## src/rtl/operand_fetch_sequencer.sv

```systemverilog
// Sequences the ModR/M, displacement and immediate readers after opcode fetch,
// arbitrates the shared prefetch-FIFO read port and counts operand bytes popped.
module operand_fetch_sequencer (
  input  logic       clk,
  input  logic       reset,
  input  logic       start,
  input  logic       has_modrm,
  input  logic       need_imm,
  input  logic       imm_is_8bit,
  input  logic       flush,
  output logic       busy,
  output logic       complete,
  output logic [2:0] operand_bytes,
  output logic       modrm_start,
  input  logic       modrm_complete,
  input  logic [1:0] modrm_disp_bytes,
  input  logic       modrm_rd_en,
  output logic       disp_start,
  output logic       disp_is_8bit,
  input  logic       disp_complete,
  input  logic       disp_rd_en,
  output logic       imm_start,
  output logic       imm_is_8bit_out,
  input  logic       imm_complete,
  input  logic       imm_rd_en,
  output logic       fifo_rd_en
);

  typedef enum logic [1:0] {IDLE, MODRM, DISP, IMM} state_t;

  state_t     r_state;
  state_t     w_nextState;
  logic       r_needImm;
  logic       r_immIs8bit;
  logic [1:0] r_dispLen;
  logic [2:0] r_opBytes;

  logic       w_active;
  logic       w_accept;
  logic       w_modrmDone;
  logic [1:0] w_dispLenIn;

  assign w_active    = ~reset & ~flush;
  assign w_accept    = w_active & start & (r_state == IDLE);
  assign w_modrmDone = (r_state == MODRM) & modrm_complete;
  // A decoded displacement length of 3 is not legal; treat it as a word.
  assign w_dispLenIn = (modrm_disp_bytes == 2'd3) ? 2'd2 : modrm_disp_bytes;

  always_comb begin
    w_nextState = r_state;
    modrm_start = 1'b0;
    disp_start  = 1'b0;
    imm_start   = 1'b0;
    complete    = 1'b0;
    if (flush) begin
      w_nextState = IDLE;
    end else if (!reset) begin
      case (r_state)
        IDLE: begin
          if (start) begin
            if (has_modrm) begin
              modrm_start = 1'b1;
              w_nextState = MODRM;
            end else if (need_imm) begin
              imm_start   = 1'b1;
              w_nextState = IMM;
            end else begin
              complete = 1'b1;
            end
          end
        end
        MODRM: begin
          if (modrm_complete) begin
            if (w_dispLenIn != 2'd0) begin
              disp_start  = 1'b1;
              w_nextState = DISP;
            end else if (r_needImm) begin
              imm_start   = 1'b1;
              w_nextState = IMM;
            end else begin
              complete    = 1'b1;
              w_nextState = IDLE;
            end
          end
        end
        DISP: begin
          if (disp_complete) begin
            if (r_needImm) begin
              imm_start   = 1'b1;
              w_nextState = IMM;
            end else begin
              complete    = 1'b1;
              w_nextState = IDLE;
            end
          end
        end
        IMM: begin
          if (imm_complete) begin
            complete    = 1'b1;
            w_nextState = IDLE;
          end
        end
        default: w_nextState = IDLE;
      endcase
    end
  end

  // The reader being started this cycle owns the port ahead of the state's reader.
  always_comb begin
    fifo_rd_en = 1'b0;
    if (w_active) begin
      if (modrm_start)      fifo_rd_en = modrm_rd_en;
      else if (disp_start)  fifo_rd_en = disp_rd_en;
      else if (imm_start)   fifo_rd_en = imm_rd_en;
      else begin
        case (r_state)
          MODRM:   fifo_rd_en = modrm_rd_en;
          DISP:    fifo_rd_en = disp_rd_en;
          IMM:     fifo_rd_en = imm_rd_en;
          default: fifo_rd_en = 1'b0;
        endcase
      end
    end
  end

  assign busy            = ~reset & (w_accept | (r_state != IDLE)) & ~complete;
  assign disp_is_8bit    = w_modrmDone ? (w_dispLenIn == 2'd1) : (r_dispLen == 2'd1);
  assign imm_is_8bit_out = ((r_state == IDLE) & start) ? imm_is_8bit : r_immIs8bit;
  assign operand_bytes   = r_opBytes;

  always_ff @(posedge clk or posedge reset) begin
    if (reset) begin
      r_state     <= IDLE;
      r_needImm   <= 1'b0;
      r_immIs8bit <= 1'b0;
      r_dispLen   <= 2'd0;
      r_opBytes   <= 3'd0;
    end else begin
      r_state <= w_nextState;
      if (w_accept) begin
        r_needImm   <= need_imm;
        r_immIs8bit <= imm_is_8bit;
        r_dispLen   <= 2'd0;
        r_opBytes   <= {2'b00, fifo_rd_en};
      end else begin
        if (w_active && w_modrmDone) begin
          r_dispLen <= w_dispLenIn;
        end
        if (fifo_rd_en && (r_opBytes < 3'd5)) begin
          r_opBytes <= r_opBytes + 3'd1;
        end
      end
    end
  end

endmodule

```

## config.mk

```make
export PLATFORM = sky130hd
export DESIGN_NAME = operand_fetch_sequencer
export DESIGN_NICKNAME = d
export VERILOG_FILES = /design/src/rtl/operand_fetch_sequencer.sv
export SDC_FILE = /design/constraint.sdc
export NUM_CORES = 1
export LEC_CHECK = 0
export BUFFER_PORTS_ARGS = -buffer_cell sky130_fd_sc_hd__buf_2
export CORE_UTILIZATION = 35
export CTS_BUF_LIST = sky130_fd_sc_hd__clkbuf_2
export DETAILED_ROUTE_END_ITERATION = 10
export PLACE_DENSITY = 0.66
export SLEW_MARGIN = 30
export SYNTH_ARGS = -nofsm -noshare
export SYNTH_HDL_FRONTEND = slang
export SYNTH_SLANG_ARGS = --single-unit
```

## constraint.sdc

```tcl
create_clock -name clk -period 2.12 [get_ports clk]
set_input_delay 0.424 -clock clk [delete_from_list [all_inputs] [get_ports clk]]
set_output_delay 0.424 -clock clk [all_outputs]
set_load 0.05 [all_outputs]
```

==> results.py, run 1 <==
metrics = {
    "global_route": {
        "track_usage": 0.230,
        "antenna_found_initial": 0,
        "via_count_of_the_first_global_routing_pass": 1027,
        "first_pass_grt_wire_length_mm": 4.59,
        "grt_start_max_net_pins": 13,
        "grt_remaining_overflow": 0,
    },
    "synth": {
        "synth_enable_flop_cells": 0,
        "synthesis.area_per_instance_um2": 8.41,
        "synthesis.nets": 121,
        "ys_seq_area_frac": 0.255,
        "postSynthCellCount": 105,
        "synth-main-ff-cell": "sky130_fd_sc_hd__dfrtp_1",
        "syn_area_um2": 883,
        "ys_types": 41,
        "synthArstFlopShare": 1.00,
        "synthesis.yosys.warnings": 0,
        "ys_seq_elements": 9,
    },
    "timing": {
        "finalSetupViolations": 3,
        "maxSlewViolCount": 0,
        "tightest_slew_ps": 454,
        "timing.setup.tns_ps": -512,
        "layout_min_cycle_time_ps": 2310,
        "setup_slack_ps": -186,
        "worst_case_headroom_to_the_max_slew_limit": 0.693,
        "grt_setup_unrepaired": "true",
        "clock_skew_ps": 8.96,
        "final.period_utilization": 1.09,
        "hold_violation_total_from_the_final_report": 0,
        "achievable-frequency_mhz": 434,
    },
    "placement": {
        "finalWeightedCongestion": 0.883,
        "post_dp_cell_area_mm2": 0.00125,
        "io_buffers": 25,
        "detailed_place_hpwl_mm": 2.18,
        "dp_cells": 180,
    },
    "floorplanning": {
        "coreArea_mm2": 0.00230,
        "die_h_um": 52.2,
        "ios": 26,
        "core.rowCount": 17,
        "floorplan.die_area_mm2": 0.00273,
        "die_width_um": 52.2,
        "initial_core_util": 0.385,
    },
    "clock_tree": {
        "cts.root.buffer_cell": "sky130_fd_sc_hd__clkbuf_2",
        "cts_htree_levels": 1,
        "tritoncts_num_sinks": 9,
        "cts.clk_slew.worst_paths_ps": 100,
        "tritoncts.num_buffers": 3,
        "tritoncts": "done",
        "clock_path_buffers": 2,
        "clock_latency_ps": 250,
    },
    "critical_path": {
        "r2r_slack_ps": 90,
        "number_of_cells_on_the_worst_reg_to_reg_path": 8,
        "critPathLaunchType": "flip-flop",
        "critPathRequiredTime_ps": 1700,
        "criticalPathCategory": "flip-flop to output pin",
        "setup.worst_path.end_class": "output pin",
        "worst-path-max-fanout": 6,
        "cp_data_arrival_time_ps": 1880,
        "r2r-start": "r_state[0]$_DFFE_PP0P_",
        "reg2reg_to": "operand_bytes[0]$_DFFE_PP0P_",
        "critical_path.startpoint": "r_state[0]$_DFFE_PP0P_",
    },
    "layout": {
        "layout.core_utilization": 0.615,
        "finish.net_count": 176,
        "design_area_mm2": 0.00141,
        "layout_overhead_on_the_synthesized_area_pct": 60.1,
        "count_of_non_filler_cells_in_the_finished_layout": 187,
        "post_route_cells_drive_above_1_share": 0.553,
        "antennaDiodeCount": 0,
    },
    "routing": {
        "routed_length_per_placed_instance_um": 15.6,
        "drtPass1Iterations": 4,
        "drc_errors_left": 0,
        "drt_iter0_drc": 43,
        "vias": 1042,
        "drt-vias-per-instance": 5.57,
        "drt_wl_total_mm": 2.92,
        "ant_nets": 0,
    },
    "hold_path": {
        "min-delay-path-class": "input pin to asynchronous set/reset pin",
    },
    "power": {
        "leakagePower_nw": 0.622,
        "clock_share_of_power": 0.119,
        "totalPowerFinal_mw": 0.954,
        "p_sw_frac": 0.466,
        "power-per-cell-area_mw_per_mm2": 675,
        "pwr-share-seq": 0.270,
        "netSwitchingPower_mw": 0.445,
        "irDropWorstVdd_v": 0.000414,
        "power.internal_mw": 0.509,
        "combinational_power_share": 0.611,
    },
    "flow_run": {
        "max_cap_viol_count": 0,
    },
    "status": {
        "violations": "negative setup slack",
        "outcome": "complete, but fails checks",
    },
}
[Yosys cell counts, types with 2 or more instances]
cell / n / area (µm²)
sky130_fd_sc_hd__nand2b_1: 3 / 18.8
sky130_fd_sc_hd__a31oi_1: 3 / 18.8
sky130_fd_sc_hd__a311oi_1: 2 / 17.5
sky130_fd_sc_hd__nor2_1: 9 / 33.8
sky130_fd_sc_hd__o21ai_0: 10 / 50.1
sky130_fd_sc_hd__or2_2: 3 / 18.8
sky130_fd_sc_hd__a21oi_1: 8 / 40.0
sky130_fd_sc_hd__buf_6: 2 / 22.5
sky130_fd_sc_hd__o2111ai_1: 2 / 17.5
sky130_fd_sc_hd__mux2i_1: 3 / 30.0
sky130_fd_sc_hd__nand2_1: 18 / 67.6
sky130_fd_sc_hd__nor4b_1: 2 / 17.5
sky130_fd_sc_hd__dfrtp_1: 9 / 225
sky130_fd_sc_hd__inv_1: 4 / 15.0
[cells by family after synthesis]
family                     synth area share
AOI/OAI and AO/OA                     0.326
adders and majority gates            0.0142
buffers and inverters                0.0637
DFF                                   0.255
muxes                                0.0467
and+or+nand+nor                       0.295
[flip-flops by register name (all words and copies together), names as in the netlist]
signal,flops
r_dispLen,2
r_needImm,1
r_immIs8bit,1
operand_bytes,3
r_state,2
[stage by stage]
| stage | setup WS, ps | hold WS [ps] |
|---|---|---|
| floorplan | -219 | 252 |
| global placement | -34.4 | 420 |
| detailed placement | -42.2 | 425 |
| CTS | -202 | 145 |
| global route | -284 | 158 |
| finish | -186 | 138 |
[per-layer routing]
layer / global-route usage / wire [µm] / vias up
met2: 0.370 / 1460 / 29
li1: - / - / 504
met1: 0.316 / 1310 / 501
met4: 0.0921 / 65 / 0
met3: 0.0174 / 87 / 8
met5: 0 / 0 / -
[power by group through the flow]
stage	logic, mW	clock network (mW)	registers (mW)
5_1_grt	0.626	0.122	0.264
3_3_place_gp	0.486	0	0.257
2_1_floorplan	0.304	0	0.283
3_5_place_dp	0.492	0	0.259
6_report	0.583	0.114	0.257
4_1_cts	0.519	0.115	0.255
[layout by cell type (no fill, tap or decap), types with 2 or more instances in the layout]
cell type / Yosys / layout
sky130_fd_sc_hd__dfrtp_2: 0 / 2
sky130_fd_sc_hd__buf_4: 0 / 28
sky130_fd_sc_hd__a31oi_1: 3 / 2
sky130_fd_sc_hd__mux2i_1: 3 / 3
sky130_fd_sc_hd__o21ai_0: 10 / 10
sky130_fd_sc_hd__nand2_1: 18 / 17
sky130_fd_sc_hd__a21oi_1: 8 / 7
sky130_fd_sc_hd__buf_6: 2 / 7
sky130_fd_sc_hd__nand2b_1: 3 / 3
sky130_fd_sc_hd__inv_1: 4 / 3
sky130_fd_sc_hd__or2_2: 3 / 3
sky130_fd_sc_hd__buf_2: 1 / 18
sky130_fd_sc_hd__dfrtp_1: 9 / 7
sky130_fd_sc_hd__clkbuf_2: 0 / 4
sky130_fd_sc_hd__nor2_1: 9 / 8
[how the worst max path moves through the flow]
stage	to	slack, ps	cells after the start
after floorplan	busy	-220	4
after global placement	fifo_rd_en	-30	7
after detailed placement	fifo_rd_en	-40	8
after CTS	fifo_rd_en	-200	7
after global routing	fifo_rd_en	-280	5
final	fifo_rd_en	-190	7
[area by class of cell]
| cell class | instances | area [µm²] |
|---|---|---|
| Tap cell | 28 | 35.0 |
| Multi-Input combinational cell | 88 | 726 |
| Timing Repair Buffer | 54 | 387 |
| Inverter | 4 | 18.8 |
| Fill cell | 201 | 883 |
| Sequential cell | 9 | 228 |
| Clock buffer | 4 | 20.0 |
[worst max-delay path, stage by stage, from the launching register on]
cell and delay (ps):
sky130_fd_sc_hd__dfrtp_2 470, sky130_fd_sc_hd__buf_4 190, sky130_fd_sc_hd__nand2_1 90, sky130_fd_sc_hd__nand2_1 80, sky130_fd_sc_hd__or2_2 330, sky130_fd_sc_hd__o221ai_4 200, sky130_fd_sc_hd__a31oi_4 120, sky130_fd_sc_hd__buf_6 170
[what timing repair did]
action | in CTS | in global routing
hold buffers | 0 | 0
pin swaps | 2 | 0
buffers inserted | 1 | 2
gates resized for setup | 11 | 17
setup endpoints to repair | 7 | 8
endpoints found under the hold margin | 0 | 0
(Power assumes the default switching activity.)
==> run 2: changes to the inputs <==
Settings changed: ABC_CLOCK_PERIOD_IN_PS set to 2120, RECOVER_POWER set to 50.
==> results.py, run 2 (synthesis results as in run 1) <==
metrics = {
    "power": {
        "power-per-cell-area_mw_per_mm2": 675,
        "totalPowerFinal_mw": 0.952,
        "leakagePower_nw": 0.616,
        "irDropWorstVdd_v": 0.000413,
    },
    "status": {
        "violations": "negative setup slack",
        "outcome": "complete, but fails checks",
    },
    "critical_path": {
        "timing.critical_path.slowest_stage_cell": "sky130_fd_sc_hd__dfrtp_2",
        "critPathRequiredTime_ps": 1700,
        "r2r-start": "r_state[0]$_DFFE_PP0P_",
        "r2r_slack_ps": 90,
        "worst-path-max-fanout": 6,
        "reg2reg_to": "operand_bytes[0]$_DFFE_PP0P_",
        "cp_data_arrival_time_ps": 1880,
        "timing.critical_path.cells": "buf_4 > nand2_1 > nand2_1 > or2_2 > o221ai_4 > a31oi_4 > buf_6",
        "critPathLaunchType": "flip-flop",
        "criticalPathCategory": "flip-flop to output pin",
        "number_of_cells_on_the_worst_reg_to_reg_path": 8,
        "crit_path_frequent_cell": "sky130_fd_sc_hd__nand2_1",
        "critPathMaxStageDelay_ps": 470,
        "setup.worst_path.end_class": "output pin",
    },
    "routing": {
        "drt_wl_total_mm": 2.92,
        "drt-vias-per-instance": 5.58,
        "drt_iter0_drc": 47,
        "drc_errors_left": 0,
        "vias": 1044,
        "drtPass1Iterations": 4,
        "routed_length_per_placed_instance_um": 15.6,
        "ant_nets": 0,
    },
    "floorplanning": {
        "die_h_um": 52.2,
        "coreArea_mm2": 0.00230,
        "die_width_um": 52.2,
        "initial_core_util": 0.385,
        "ios": 26,
        "floorplan.die_area_mm2": 0.00273,
        "core.rowCount": 17,
    },
    "clock_tree": {
        "cts.root.buffer_cell": "sky130_fd_sc_hd__clkbuf_2",
        "clock_latency_ps": 250,
        "cts.clk_slew.worst_paths_ps": 100,
        "tritoncts_num_sinks": 9,
        "cts_htree_levels": 1,
        "tritoncts": "done",
        "tritoncts.num_buffers": 3,
        "clock_path_buffers": 2,
    },
    "timing": {
        "worst_case_headroom_to_the_max_slew_limit": 0.605,
        "layout_min_cycle_time_ps": 2310,
        "maxSlewViolCount": 0,
        "setup_slack_ps": -185,
        "final.period_utilization": 1.09,
        "grt_setup_unrepaired": "true",
        "hold_violation_total_from_the_final_report": 0,
        "tightest_slew_ps": 595,
        "finalSetupViolations": 3,
        "clock_skew_ps": 9.00,
        "achievable-frequency_mhz": 434,
    },
    "layout": {
        "layout_commonest_cell": "sky130_fd_sc_hd__buf_4",
        "most-common-layout-cells": "28 x sky130_fd_sc_hd__buf_4, 17 x sky130_fd_sc_hd__nand2_1, 15 x sky130_fd_sc_hd__buf_2",
        "layout_overhead_on_the_synthesized_area_pct": 59.6,
        "antennaDiodeCount": 0,
        "post_route_cells_drive_above_1_share": 0.535,
        "flip_flop_count_of_the_largest_register_after_layout": 3,
        "finish.net_count": 176,
        "layout.core_utilization": 0.614,
    },
    "global_route": {
        "track_usage": 0.230,
        "via_count_of_the_first_global_routing_pass": 1027,
        "grt_remaining_overflow": 0,
        "antenna_found_initial": 0,
        "first_pass_grt_wire_length_mm": 4.59,
        "grt_start_max_net_pins": 13,
    },
    "placement": {
        "finalWeightedCongestion": 0.883,
        "detailed_place_hpwl_mm": 2.18,
        "io_buffers": 25,
    },
    "hold_path": {
        "min-delay-path-class": "input pin to asynchronous set/reset pin",
    },
    "flow_run": {
        "max_cap_viol_count": 0,
    },
}
## run 2: cell types whose count changed in the layout (fill, tap and decap cells not counted)
| cell | change |
|---|---|
| sky130_fd_sc_hd__clkbuf_1 | +3 |
| sky130_fd_sc_hd__buf_2 | -3 |
## run 2: how the worst max path moves through the flow
stage	cells past startpoint	endpoint	from	slack, ps
4_1_cts	7	fifo_rd_en	r_state[0]$_DFFE_PP0P_	-200
2_1_floorplan	4	busy	r_state[1]$_DFFE_PP0P_	-220
6_report	7	fifo_rd_en	r_state[0]$_DFFE_PP0P_	-190
3_5_place_dp	8	fifo_rd_en	flush	-40
3_3_place_gp	7	fifo_rd_en	flush	-30
5_1_grt	5	fifo_rd_en	r_state[1]$_DFFE_PP0P_	-280
## run 2: metrics by stage
stage	setup slack (ps)	TNS (ps)	hold slack [ps]	instance area [µm²]	instances
3_5_place_dp	-42.2	-67.1	425	1250	180
6_report	-185	-511	134	1410	187
3_3_place_gp	-34.4	-54.3	420	1250	180
5_1_grt	-284	-762	168	1410	187
4_1_cts	-202	-583	145	1320	185
2_1_floorplan	-219	-432	252	938	105
## run 2: final cells by class
class                           count  area, µm²
Multi-Input combinational cell     88        726
Inverter                            4       18.8
Clock buffer                        4       20.0
Sequential cell                     9        228
Tap cell                           28       35.0
Timing Repair Buffer               54        383
Fill cell                         202        887
## run 2: report_power, final
part / total (mW) / switching [mW] / internal (mW)
logic: 0.580 / 0.334 / 0.247
registers: 0.258 / 0.0483 / 0.209
clock network: 0.114 / 0.0635 / 0.0501
total: 0.952 / 0.446 / 0.506
## run 2: what timing repair did
action | in CTS | in global routing
hold buffers | 0 | 0
setup endpoints to repair | 7 | 8
setup buffers | 1 | 2
cloned | 0 | 0
endpoints found under the hold margin | 0 | 0
pin swaps | 2 | 0
resized for setup | 11 | 17
## run 2: critical path, delay by kind of cell (launching register included)
family                 cells  cell delay, ps
AND/OR/NAND/NOR            3             500
buffers and inverters      2             360
flip-flops                 1             470
AO/OA/AOI/OAI              2             310
## run 2: layer usage
| layer | global-route usage | wire length [µm] | vias up |
|---|---|---|---|
| met4 | 0.0921 | 65 | 0 |
| met5 | 0 | 0 | - |
| met2 | 0.370 | 1450 | 31 |
| met1 | 0.316 | 1310 | 500 |
| li1 | - | - | 505 |
| met3 | 0.0174 | 100 | 8 |
